==> config.mk <==
export PLATFORM = sky130hd
export DESIGN_NAME = sr_lock_arbiter
export DESIGN_NICKNAME = d
export VERILOG_FILES = /design/src/rtl/sr_lock_arbiter.sv
export SDC_FILE = /design/constraint.sdc
export NUM_CORES = 1
export LEC_CHECK = 0
export CELL_PAD_IN_SITES_DETAIL_PLACEMENT = 2
export CELL_PAD_IN_SITES_GLOBAL_PLACEMENT = 2
export CORE_ASPECT_RATIO = 0.5
export CORE_UTILIZATION = 31
export CTS_CLUSTER_SIZE = 25
export DETAILED_ROUTE_END_ITERATION = 10
export GPL_ROUTABILITY_DRIVEN = 0
export GPL_TIMING_DRIVEN = 0
export HOLD_SLACK_MARGIN = 0.02
export PLACE_DENSITY_LB_ADDON = 0.1
export SLEW_MARGIN = 0
export SYNTH_ARGS = -nofsm -noshare
export SYNTH_HDL_FRONTEND = slang
export SYNTH_SLANG_ARGS = --single-unit
==> constraint.sdc <==
create_clock -name clk -period 2.2 [get_ports clk]
set_input_delay 0.44 -clock clk [delete_from_list [all_inputs] [get_ports clk]]
set_output_delay 0.44 -clock clk [all_outputs]
set_load 0.05 [all_outputs]
==> src/rtl/sr_lock_arbiter.sv <==
// sr_lock_arbiter: round-robin owner of an external SR latch, sequenced by one-hot set/reset pulses with q feedback
module sr_lock_arbiter #(
  parameter int N = 4,
  parameter int HOLD_MAX = 16,
  parameter int ACK_MAX = 4
) (
  input  logic         clk,
  input  logic         rst,
  input  logic [N-1:0] req,
  input  logic [N-1:0] rel,
  input  logic         lock_q,
  output logic         lock_set,
  output logic         lock_rst,
  output logic [N-1:0] grant,
  output logic         busy,
  output logic         timeout,
  output logic         fault
);
  localparam int W = $clog2(N);
  localparam logic [W-1:0] LAST = W'(N - 1);
  typedef enum logic [2:0] {INIT, IDLE, SET, HELD, CLR, FAULT} state_t;
  state_t state, nxt;
  logic [W-1:0] ptr, owner, win, idx;
  logic [15:0] hcnt;
  logic [7:0] acnt;
  logic found, rls, hold_to, ack_to, to;
  always_comb begin
    win = ptr;
    found = 1'b0;
    idx = ptr;
    for (int i = 0; i < N; i++) begin
      idx = (idx == LAST) ? '0 : idx + 1'b1;
      if (req[idx] && !found) begin
        win = idx;
        found = 1'b1;
      end
    end
    rls = rel[owner] | ~req[owner];
    hold_to = (HOLD_MAX > 0) && (hcnt == 16'(HOLD_MAX - 1));
    ack_to = acnt == 8'(ACK_MAX - 1);
    to = 1'b0;
    nxt = state;
    case (state)
      INIT: nxt = !lock_q ? IDLE : ack_to ? FAULT : INIT;
      IDLE: nxt = found ? SET : IDLE;
      SET: nxt = lock_q ? (req[owner] ? HELD : CLR) : ack_to ? FAULT : SET;
      HELD: begin
        nxt = (rls || hold_to) ? CLR : HELD;
        to = !rls && hold_to;
      end
      CLR: nxt = !lock_q ? IDLE : ack_to ? FAULT : CLR;
      default: nxt = FAULT;
    endcase
  end
  always_ff @(posedge clk) begin
    if (rst) begin
      state <= INIT;
      ptr <= LAST;
      owner <= '0;
      hcnt <= '0;
      acnt <= '0;
      grant <= '0;
      lock_set <= 1'b0;
      lock_rst <= 1'b0;
      busy <= 1'b1;
      timeout <= 1'b0;
      fault <= 1'b0;
    end else begin
      state <= nxt;
      owner <= (state == IDLE && found) ? win : owner;
      ptr <= (state == CLR && nxt == IDLE) ? owner : ptr;
      hcnt <= (state == HELD && nxt == HELD) ? hcnt + 1'b1 : '0;
      acnt <= (nxt == state && (state == INIT || state == SET || state == CLR)) ? acnt + 1'b1 : '0;
      grant <= (nxt == HELD) ? {{(N-1){1'b0}}, 1'b1} << owner : '0;
      lock_set <= nxt == SET;
      lock_rst <= nxt == INIT || nxt == CLR;
      busy <= nxt != IDLE;
      timeout <= to;
      fault <= nxt == FAULT;
    end
  end
endmodule

==> results_dict.tcl <==
set metrics [dict create \
    drt_first_pass_iters 4 \
    powerDensity_nw_per_um2 663 \
    clock_sinks 40 \
    diodes 0 \
    final_area_um2 2780 \
    die_width_um 119 \
    cp-start-kind "register" \
    p_leak_nw 0.942 \
    coreArea_um2 6330 \
    synth_fp_nets 258 \
    setup_ws_ns -0.00420 \
    drc_errors 0 \
    p_total_mw 1.84 \
    rsz0062_at_grt "true" \
    grt_pass1_wl_um 10300 \
    dpl_cell_area_um2 2410 \
    seq_area_frac_synth_pct 37.9 \
    async_reset_ff_share_pct 0 \
    setup_viol 1 \
    syn_area_um2 2110 \
    drv_cap 0 \
    pre_cts_ws_ns -0.609 \
    drive_above_1_share_pct 21.1 \
    violations "setup timing" \
    finalNonFillerCells 363 \
    clock_skew_ns 0.00731 \
    synth_top_family_by_area "simple AND/OR/NAND/NOR gates" \
    final_cell_mix "37 x dfxtp_1, 32 x nor2_1, 19 x nand2_1" \
    cts_tree "done" \
    synth_simple_gate_area_share_pct 34.2 \
    critPathSlowestCell "or4_4" \
    synth-xor-area-share_pct 7.87 \
    worst_pin_slew_ns 0.615 \
    start_util_pct 33.4 \
    slowest_delay_ns 0.59 \
    syn_avg_cell_area_um2 8.66 \
    worstPathCellList "or4_4 > or4_4 > and3_4 > o221a_4 > nor4b_4" \
    cpMostUsedCell "or4_4" \
    slew_viol_final 0 \
    clk_latency_ns 0.29 \
    ys_seq_elements 40 \
    die_h_um 60.4 \
    area_delta_synth_final_pct 31.4 \
    routed_wl_um 6190 \
    synthAdderAreaFrac_pct 1.78 \
    layout_commonest_cell "dfxtp_1" \
    grt_pass1_vias 2047 \
    dp_cells 351 \
    io_pins 20 \
    arrival_ns 2.41 \
    cp-end-kind "register" \
    overflow 0 \
    cts_hold_buf 0 \
    hold_viol 0 \
    yosys_most_used_dff "dfxtp_1" \
    grt_max_degree 14 \
    rows 20 \
    fin_crit_sh_pct 100 \
    dr.first_iter.drc_count 55 \
    crit_type "reg -> reg" \
    synth_cells 244 \
    cts-root-buf "clkbuf_16" \
    synth_edf_count 0 \
    cts_max_level 2 \
    period_needed_ns 2.20 \
    viasPerCell 5.35 \
    grt_use_total_pct 18.8 \
    nNetsFinal 288 \
    synth_cell_types 45 \
    io_buffers 19 \
    clk_pin_slew_ns 0.06 \
    status "finished, violations left" \
    vias 1942 \
    synth_compound_area_share_pct 11.7 \
    min_path_type "reg -> reg" \
    antenna_found_initial 0 \
    utilization_pct 43.9 \
    die-area_um2 7170 \
    cts_made_buffers 5 \
    ir_drop_mv 0.302 \
    synth_mux_area_share_pct 3.20 \
    yosysWarnings 0 \
    slew_headroom_pct 59.0 \
    ctsLongestPathBuffers 2 \
    wire_per_inst_um 17.1 \
    dp_hpwl_um 4220 \
    ant_nets 0 \
    cp_max_fo 7 \
    max_freq_ghz 0.454 \
    required_ns 2.41 \
]
==> worst max-delay path, delay by kind of cell, from the launching register on <==
kind            cells  cell delay (ns)
flops               1             0.33
simple gates        4             1.46
compound gates      1             0.32
==> final timing paths <==
check	endpoint	from	cells after the start	slack [ns]
min reg2reg	hcnt[0]	hcnt[0]	1	0.47
max reg2reg	grant[1]	acnt[5]	5	-0.004
min	hcnt[0]	hcnt[0]	1	0.47
max	grant[1]	acnt[5]	5	-0.004
==> synthesized netlist by cell type (all sizes together), types with 2 or more instances <==
master / count / area [um2]
xnor2: 8 / 70.1
o21ai: 2 / 10.0
dfxtp: 40 / 801
nand3: 14 / 70.1
nand2b: 11 / 68.8
ha: 3 / 37.5
xor2: 11 / 96.3
nand2: 19 / 71.3
clkbuf: 11 / 41.3
nor4b: 3 / 47.5
nor3: 3 / 15.0
inv: 8 / 30.0
o2bb2ai: 2 / 17.5
or2: 2 / 12.5
nor4: 13 / 103
nor2b: 5 / 31.3
nor3b: 3 / 22.5
nand4: 4 / 25.0
and3: 8 / 55.1
o21ba: 2 / 20.0
a21oi: 12 / 60.1
nor2: 34 / 130
or4: 2 / 22.5
o31ai: 4 / 30.0
o221ai: 2 / 17.5
o41ai: 3 / 26.3
mux4: 3 / 67.6
==> metrics by stage <==
stage | TNS, ns | hold WS, ns
3_3_place_gp | -14.79 | 0.428
2_1_floorplan | 0 | 0.413
6_report | -0.00420 | 0.465
3_5_place_dp | -16.57 | 0.442
4_1_cts | 0 | 0.456
5_1_grt | -0.121 | 0.490
==> layer usage <==
metal	up-vias	wire (um)	global-route usage (%)
li1	929	-	-
met1	981	2920	22.5
met2	24	3030	35.5
met3	8	172	3.38
met4	0	66	5.97
met5	-	0	0
==> sequential cells by signal, indices dropped and copies added, names as in the netlist <==
| name | cells |
|---|---|
| fault | 1 |
| ptr | 2 |
| lock_rst | 1 |
| state | 3 |
| timeout | 1 |
| hcnt | 16 |
| busy | 1 |
| acnt | 8 |
| grant | 4 |
| owner | 2 |
| lock_set | 1 |
==> where the power goes <==
| group | switching, mW | internal, mW |
|---|---|---|
| clock network | 0.301 | 0.451 |
| registers | 0.0282 | 0.747 |
| logic | 0.187 | 0.126 |
| total | 0.516 | 1.32 |
==> cell families (layout without fill, tap and decap cells) <==
logic type                 after synthesis  after routing
and+or+nand+nor                        127            127
buffers and inverters                   19             50
adders and majority gates                3              3
DFF                                     40             40
muxes                                    3              3
xor gates and xnor gates                19             19
AOI/OAI and AO/OA                       33             33
==> layout make-up <==
type                            instances  area, um2
Buffer                                  8       62.6
Sequential cell                        40        805
Fill cell                             687       3550
Inverter                                8       30.0
Multi-Input combinational cell        185       1370
Timing Repair Buffer                   26        243
Clock inverter                          2       15.0
Tap cell                               88        110
Clock buffer                            6        139
==> repair_timing <==
item                       CTS  global route
pin swaps                    4             5
setup endpoints to repair   31            22
buffers inserted             4             3
resized for setup           23            18
hold endpoints to repair     0             0
No activity file was read; power rests on OpenSTA's default activity.
